`src/rtl/input_sram_loader.sv`:
```
// Packs a binary pixel stream into input-SRAM matrix images: row count, column count, then one word per row.
// Latency: header words 1 and 2 cycles after start; row word 1 cycle after its last pixel; ncols+1 cycles per row.
// Backpressure: pix_ready only in FILL, stalls indefinitely on pix_valid gaps. LOADER_DIM_CHECK_EN enables the dimension check.
module input_sram_loader #(
    parameter logic [11:0] BASE_ADDR  = 12'h000,
    parameter logic [15:0] TERMINATOR = 16'h00FF
) (
    input  logic        clk,
    input  logic        reset_b,
    input  logic        start,
    input  logic [4:0]  cfg_nrows,
    input  logic [4:0]  cfg_ncols,
    input  logic        finish,
    input  logic        pix_valid,
    input  logic        pix_data,
    output logic        pix_ready,
    output logic        loader_busy,
    output logic        done,
    output logic        err,
    output logic [11:0] loader_sram_write_address,
    output logic [15:0] loader_sram_write_data,
    output logic        loader_sram_write_enable
);

    localparam logic [2:0] IDLE  = 3'd0;
    localparam logic [2:0] HDR_R = 3'd1;
    localparam logic [2:0] HDR_C = 3'd2;
    localparam logic [2:0] FILL  = 3'd3;
    localparam logic [2:0] WROW  = 3'd4;
    localparam logic [2:0] TERM  = 3'd5;

    logic [2:0]  state_q, state_d;
    logic [4:0]  nrows_q, nrows_d;
    logic [4:0]  ncols_q, ncols_d;
    logic [4:0]  row_q, row_d;
    logic [4:0]  col_q, col_d;
    logic [15:0] rowbuf_q, rowbuf_d;
    logic [11:0] ptr_q, ptr_d;
    logic [11:0] addr_q, addr_d;
    logic [15:0] data_q, data_d;
    logic        we_q, we_d;
    logic        done_q, done_d;
    logic        dims_ok;
    logic        dims_bad;

`ifdef LOADER_DIM_CHECK_EN
    logic        err_q;

    assign dims_ok  = (cfg_nrows >= 5'd3) && (cfg_nrows <= 5'd16) &&
                      (cfg_ncols >= 5'd3) && (cfg_ncols <= 5'd16);
    assign dims_bad = (state_q == IDLE) && start && !dims_ok;

    always_ff @(posedge clk or negedge reset_b) begin
        if (!reset_b) begin
            err_q <= 1'b0;
        end else if (dims_bad) begin
            err_q <= 1'b1;
        end
    end

    assign err = err_q;
`else
    assign dims_ok  = 1'b1;
    assign dims_bad = 1'b0;
    assign err      = 1'b0;
`endif

    // The write a state performs is registered on the transition into it,
    // so the strobe is visible in the same cycle the FSM sits in that state.
    always_comb begin
        state_d  = state_q;
        nrows_d  = nrows_q;
        ncols_d  = ncols_q;
        row_d    = row_q;
        col_d    = col_q;
        rowbuf_d = rowbuf_q;
        ptr_d    = ptr_q;
        addr_d   = addr_q;
        data_d   = data_q;
        we_d     = 1'b0;
        done_d   = 1'b0;

        case (state_q)
            IDLE: begin
                if (start) begin
                    if (dims_ok && !dims_bad) begin
                        nrows_d  = cfg_nrows;
                        ncols_d  = cfg_ncols;
                        row_d    = 5'd0;
                        col_d    = 5'd0;
                        rowbuf_d = 16'h0000;
                        state_d  = HDR_R;
                        we_d     = 1'b1;
                        data_d   = {11'b0, cfg_nrows};
                    end
                end else if (finish) begin
                    state_d = TERM;
                    we_d    = 1'b1;
                    data_d  = TERMINATOR;
                end
            end
            HDR_R: begin
                state_d = HDR_C;
                we_d    = 1'b1;
                data_d  = {11'b0, ncols_q};
            end
            HDR_C: begin
                state_d = FILL;
            end
            FILL: begin
                if (pix_valid) begin
                    if (!col_q[4]) begin
                        rowbuf_d[col_q[3:0]] = pix_data;
                    end
                    col_d = col_q + 5'd1;
                    if (col_q == (ncols_q - 5'd1)) begin
                        state_d = WROW;
                        we_d    = 1'b1;
                        data_d  = rowbuf_d;
                    end
                end
            end
            WROW: begin
                rowbuf_d = 16'h0000;
                col_d    = 5'd0;
                row_d    = row_q + 5'd1;
                if (row_q == (nrows_q - 5'd1)) begin
                    state_d = IDLE;
                    done_d  = 1'b1;
                end else begin
                    state_d = FILL;
                end
            end
            TERM: begin
                state_d = IDLE;
                done_d  = 1'b1;
            end
            default: begin
                state_d = IDLE;
            end
        endcase

        if (we_d) begin
            addr_d = ptr_q;
            ptr_d  = ptr_q + 12'd1;
        end
    end

    always_ff @(posedge clk or negedge reset_b) begin
        if (!reset_b) begin
            state_q  <= IDLE;
            nrows_q  <= 5'd0;
            ncols_q  <= 5'd0;
            row_q    <= 5'd0;
            col_q    <= 5'd0;
            rowbuf_q <= 16'h0000;
            ptr_q    <= BASE_ADDR;
            addr_q   <= BASE_ADDR;
            data_q   <= 16'h0000;
            we_q     <= 1'b0;
            done_q   <= 1'b0;
        end else begin
            state_q  <= state_d;
            nrows_q  <= nrows_d;
            ncols_q  <= ncols_d;
            row_q    <= row_d;
            col_q    <= col_d;
            rowbuf_q <= rowbuf_d;
            ptr_q    <= ptr_d;
            addr_q   <= addr_d;
            data_q   <= data_d;
            we_q     <= we_d;
            done_q   <= done_d;
        end
    end

    assign pix_ready                 = (state_q == FILL);
    assign loader_busy               = (state_q != IDLE);
    assign done                      = done_q;
    assign loader_sram_write_address = addr_q;
    assign loader_sram_write_data    = data_q;
    assign loader_sram_write_enable  = we_q;

endmodule

```
`config.mk`:
```
export PLATFORM = sky130hd
export DESIGN_NAME = input_sram_loader
export DESIGN_NICKNAME = d
export VERILOG_FILES = /design/src/rtl/input_sram_loader.sv
export SDC_FILE = /design/constraint.sdc
export NUM_CORES = 1
export LEC_CHECK = 0
export BUFFER_PORTS_ARGS = -buffer_cell sky130_fd_sc_hd__clkbuf_2
export CORE_ASPECT_RATIO = 0.8
export CORE_UTILIZATION = 40
export CTS_BUF_LIST = sky130_fd_sc_hd__clkbuf_8
export DETAILED_ROUTE_END_ITERATION = 12
export HOLD_SLACK_MARGIN = 0.05
export PLACE_DENSITY_LB_ADDON = 0.3
export SLEW_MARGIN = 20
export SYNTH_ARGS = -nofsm -noshare
export SYNTH_HDL_FRONTEND = slang
export SYNTH_SLANG_ARGS = --single-unit
```
`constraint.sdc`:
```
create_clock -name clk -period 2.6 [get_ports clk]
set_input_delay 0.13 -clock clk [delete_from_list [all_inputs] [get_ports clk]]
set_output_delay 0.13 -clock clk [all_outputs]
set_load 0.005 [all_outputs]
```
==> impl_metrics.json, run 1 <==
{
  "finalMaxSlewViolations": 0,
  "drtPass1Iterations": 4,
  "tightest_slew_ns": 0.7476,
  "cts_tree": "done",
  "finalHoldViolCount": 0,
  "netlist_area_um2": 4118,
  "setup_violations": 0,
  "max_stage_delay_ns": 0.42,
  "synth.most_common_cell": "dfrtp_1",
  "vias": 2873,
  "drc": 0,
  "dieArea_um2": 10710,
  "crit_arrival_ns": 2.51,
  "io_pins": 49,
  "yosys.area.top_type": "dfrtp_1",
  "synth_warnings": 0,
  "min_period_ns": 2.269,
  "gr-usage-all-layers": 0.1754,
  "grt_overflow_total": 0,
  "placement.cell_area_um2": 4458,
  "clkLatencyLatePin_ns": 0.36,
  "status": "completed",
  "stdcell_area_um2": 4811,
  "path_class": "register to register",
  "max_freq_mhz": 440.6,
  "synth_seq_cells": 81,
  "comb_power_share": 0.405,
  "dp_cells": 540,
  "ys_seq_area_frac": 0.4923,
  "cts_max_level": 3,
  "switching_power_mw": 2.081,
  "final_layout_size_suffix_gt1_frac": 0.2708,
  "path_clk_slew_ns": 0.09,
  "clk_path_buf_depth": 2,
  "synth_flop_cell": "dfrtp_1",
  "worstPathRequired_ns": 2.84,
  "power.density_nw_per_um2": 1122,
  "dp_hpwl_um": 5693,
  "grt_max_degree": 82,
  "synthTopCellsByArea": "dfrtp_1 (49%), mux2_4 (7.7%), mux2_2 (6.0%)",
  "grt_pass1_vias": 2895,
  "post-route-util": 0.4904,
  "avgRoutedWirePerCell_um": 14.74,
  "syn_avg_cell_area_um2": 11.16,
  "cts_made_buffers": 9,
  "maxCapViolCount": 0,
  "start_kind": "register",
  "netSwitchingFraction": 0.3854,
  "port_buffers": 47,
  "leakage_nw": 2.235,
  "routabilityCongestion": 0.7945,
  "grt_pass1_wl_um": 14460,
  "die_w_um": 115.4,
  "die_y_um": 92.75,
  "rows": 32,
  "tns_ns": 0,
  "antenna_found_initial": 0,
  "initial_core_util": 0.4198,
  "vias_per_cell": 5.058,
  "routed_wl_um": 8374,
  "rsz0062_at_grt": "false",
  "setup_ws_ns": 0.3306,
  "slowest_stage": "dfrtp_1",
  "end_kind": "register",
  "antenna_cells": 0,
  "coreArea_um2": 9809,
  "ir_drop_v": 0.0004634,
  "final_cells": 568,
  "synthTopCellsByCount": "dfrtp_1 (81), nor2_1 (49), mux2_2 (22)",
  "total_power_mw": 5.399,
  "finalNetCount": 451,
  "syn_nets": 393,
  "timing.hold.ws_ns": 0.1945,
  "async_flop_share": 1.000,
  "p_int_mw": 3.318,
  "cts_root_buf": "clkbuf_8",
  "place_ws_ns": 0.3336,
  "syn_inst": 369,
  "final_antenna_net_count": 0,
  "seqPwrFrac": 0.395,
  "clkPwrFrac": 0.200,
  "syn2layout_area_growth_pct": 16.83,
  "synth.distinct_cells": 45,
  "period_share": 0.8728,
  "drt_iter0_drc": 217,
  "crit_chain": "inv_1, ha_1, xnor2_1, a211oi_2, o311ai_2, o32ai_4, buf_12, mux2_4",
  "synth_edf_count": 0,
  "max-slew-margin-rel": 0.5016,
  "hp-class": "input port to register",
  "cts.sinks": 81,
  "cp_max_fo": 49,
  "finalClockSkew_ns": 0.009096,
  "yosysTopAreaCellShare": 0.4923
}
final timing paths:
kind	from	endpoint	slack (ns)	cells past startpoint
max	ncols_q[0]	loader_sram_write_data[14]	0.33	8
min reg2reg	ptr_q[6]	ptr_q[6]	0.50	1
max reg2reg	ncols_q[0]	loader_sram_write_data[14]	0.33	8
max in group asynchronous	reset_b	loader_sram_write_data[15]	1.70	2
min	pix_valid	state_q[2]	0.19	5
min in group asynchronous	reset_b	row_q[3]	0.36	2
worst max-delay path: cells and delay by family, from the launching register on:
family	cells	cell delay, ns
buffers and inverters	2	0.39
multiplexers	1	0.33
AO/OA/AOI/OAI	3	0.54
XOR/XNOR	1	0.15
flip-flops	1	0.42
adder cells (fa/ha/maj)	1	0.31
what timing repair did:
item	CTS	global route
endpoints found under the setup margin	0	0
resized for setup	0	0
hold buffers	12	0
hold endpoints to repair	92	0
setup buffers	0	0
final cells by class:
type	instances	area (um^2)
fill	895	4999
clock inverter	7	105.1
inverter	14	52.55
timing repair buffer	63	404.1
multi-input combinational	258	1928
sequential	81	2027
clock buffer	9	123.9
tap	136	170.2
power groups by stage:
stage	clock [mW]	combinational [mW]	sequential, mW
after detailed placement	0	2.19	2.15
after floorplan	0	1.75	2.00
final	1.08	2.19	2.13
after global placement	0	2.12	2.14
after CTS	1.11	2.21	2.13
after global routing	1.16	2.45	2.21
flip-flops by register name, indices dropped and copies added (netlist names):
name,flops
col_q,5
done,1
loader_sram_write_address,12
loader_sram_write_data,16
loader_sram_write_enable,1
ncols_q,5
nrows_q,5
ptr_q,12
row_q,5
rowbuf_q,16
state_q,3
cell usage in the layout (no fill, tap or decap), types with 10 or more instances in the layout:
master	synthesis	layout
inv_1	14	14
mux2_2	22	22
xor2_1	10	10
clkbuf_2	0	46
xnor2_1	15	15
mux2i_1	16	16
a21oi_1	16	16
dfrtp_1	81	81
nand2b_1	10	10
mux2_4	21	21
nand2_1	19	19
dlygate4sd3_1	0	12
o21ai_0	14	14
nor2_1	49	49
per-layer routing:
| layer | global-route usage | routed length (um) | vias to the layer above | share of wire |
|---|---|---|---|---|
| li1 | - | - | 1387 | - |
| met1 | 0.2419 | 4086 | 1425 | 0.49 |
| met2 | 0.2705 | 3927 | 55 | 0.47 |
| met3 | 0.04843 | 298 | 6 | 0.036 |
| met4 | 0.04329 | 61 | 0 | 0.0073 |
| met5 | 0 | 0 | - | 0 |
kinds of logic after synthesis:
group	share of synthesized area
DFF	0.4923
muxes	0.1756
and+or+nand+nor	0.1346
other	0.0009107
buffers and inverters	0.03950
xor gates and xnor gates	0.05318
adders and majority gates	0.02431
AOI/OAI and AO/OA	0.07962
Power figures use the tool's default switching activity.
==> inputs of run 2 (changes only) <==
--- a/config.mk
+++ b/config.mk
@@ -11,7 +11,7 @@
 export CTS_BUF_LIST = sky130_fd_sc_hd__clkbuf_8
 export DETAILED_ROUTE_END_ITERATION = 12
 export HOLD_SLACK_MARGIN = 0.05
-export PLACE_DENSITY_LB_ADDON = 0.3
+export PLACE_DENSITY_LB_ADDON = 0.12
 export SLEW_MARGIN = 20
 export SYNTH_ARGS = -nofsm -noshare
 export SYNTH_HDL_FRONTEND = slang
==> run 2 against run 1 <==
- sequential share of layout area rose by 0.066 points
- power fell by 2.0%
- clock power fell by 9%
- critical path depth did not move
- setup slack improved by 0.019 ns
- wire length rose by 1.6%
- first-iteration DRC count fell by 44%
- design area fell by 0.16%
- via count fell by 2.4%
- critical endpoint is now loader_sram_write_data[13]
- largest power group unchanged
==> impl_metrics.json, run 2 (synthesis gave the netlist of run 1 again) <==
{
  "status": "completed",
  "die_w_um": 115.4,
  "finalMaxSlewViolations": 0,
  "min_to": "state_q[2]",
  "cts_root_buf": "clkbuf_8",
  "routabilityCongestion": 0.8447,
  "maxCapViolCount": 0,
  "hp-start": "pix_valid",
  "drtPass1Iterations": 4,
  "tns_ns": 0,
  "drt_iter0_drc": 121,
  "multi_input_area_um2": 1928,
  "clk_path_buf_depth": 2,
  "gr-usage-all-layers": 0.1749,
  "end_kind": "register",
  "port_buffers": 47,
  "vias_per_cell": 4.928,
  "grt_max_degree": 82,
  "crit_arrival_ns": 2.50,
  "syn2layout_area_growth_pct": 16.65,
  "finalClockSkew_ns": 0.009607,
  "mostFrequentLayoutCell": "dfrtp_1",
  "cts_tree": "done",
  "clkLatencyLatePin_ns": 0.37,
  "final_layout_size_suffix_gt1_frac": 0.2725,
  "initial_core_util": 0.4198,
  "fillers": 918,
  "leakage_nw": 2.229,
  "max_freq_mhz": 444.3,
  "rr_endpoint": "loader_sram_write_data[13]",
  "min_path_cells": 5,
  "dp_hpwl_um": 5631,
  "r2r_slack_ns": 0.35,
  "io_pins": 49,
  "finalHoldViolCount": 0,
  "final_cell_mix": "dfrtp_1 (81), nor2_1 (49), clkbuf_2 (46)",
  "routed_wl_um": 8504,
  "r2r_cells": 8,
  "avgRoutedWirePerCell_um": 14.95,
  "drc": 0,
  "tightest_slew_ns": 0.7532,
  "grt_pass1_wl_um": 13940,
  "finalNetCount": 452,
  "final_antenna_net_count": 0,
  "vias": 2804,
  "r2r-start": "ncols_q[0]",
  "ff_latch_area_um2": 2027,
  "dieArea_um2": 10710,
  "cts_made_buffers": 9,
  "path_clk_slew_ns": 0.08,
  "antenna_found_initial": 0,
  "power.density_nw_per_um2": 1101,
  "die_y_um": 92.75,
  "coreArea_um2": 9809,
  "antenna_cells": 0,
  "rows": 32,
  "cts.sinks": 81,
  "post-route-util": 0.4897,
  "worstSetupStartpoint": "ncols_q[0]",
  "min_period_ns": 2.251,
  "period_share": 0.8657,
  "start_kind": "register",
  "rsz0062_at_grt": "false",
  "ir_drop_v": 0.0004374,
  "grt_overflow_total": 0,
  "worstPathRequired_ns": 2.85,
  "setup_violations": 0,
  "hp-class": "input port to register",
  "cts_resized": 0,
  "max-slew-margin-rel": 0.4978,
  "cp_max_fo": 49,
  "grt_pass1_vias": 2570,
  "path_class": "register to register",
  "cts_max_level": 3
}
-- run 2: worst max-delay path by stage --
stage,to,slack [ns],depth (start not counted)
global placement,loader_sram_write_data[10],0.44,8
global route,loader_sram_write_data[13],0.22,8
finish,loader_sram_write_data[13],0.35,8
detailed placement,loader_sram_write_address[11],0.37,8
CTS,loader_sram_write_data[13],0.35,8
floorplan,loader_sram_write_address[10],0.59,8
-- run 2: stage by stage --
stage	cell area (um^2)	worst slack (ns)	total power, mW	hold slack, ns	std cells
5_1_grt	4803	0.2194	5.702	0.1806	569
2_1_floorplan	4118	0.5909	3.755	-0.1656	369
4_1_cts	4800	0.3539	5.360	0.1591	569
3_3_place_gp	4466	0.4360	4.304	0.3622	541
3_5_place_dp	4466	0.3743	4.340	0.3660	541
6_report	4803	0.3492	5.291	0.1787	569
-- run 2: timing repair --
action,CTS,global route
setup buffers,0,0
endpoints found under the hold margin,92,0
hold buffers,12,0
-- run 2: cell type report --
class	count	share of cell area
flip-flops and latches	81	0.4220
repair buffers	64	0.08570
well taps	136	0.03543
multi-input cells	258	0.4014
clock inverters	5	0.01302
inverters	14	0.01094
clock buffers	11	0.03152
-- run 2: metal layers --
metal  vias up  routed length (um)  part of all wire  global-route usage
li1       1390                   -                 -                   -
met1      1345                4408              0.52              0.2651
met2        54                3537              0.42              0.2325
met3        15                 407             0.048             0.04974
met4         0                 150             0.018             0.06169
met5         -                   0                 0                   0
-- run 2: report_power, final --
group          switching [mW]  total [mW]  internal (mW)  leakage [nW]
clock network           0.481       0.982          0.501         0.102
registers               0.446        2.13           1.69          1.05
logic                    1.10        2.18           1.07          1.07
-- run 2: critical path: stages (launching register included) --
cell	delay, ns
dfrtp_1	0.42
inv_1	0.08
ha_1	0.30
xnor2_1	0.14
a211oi_2	0.18
o311ai_2	0.17
o32ai_4	0.17
buf_12	0.29
mux2_4	0.33
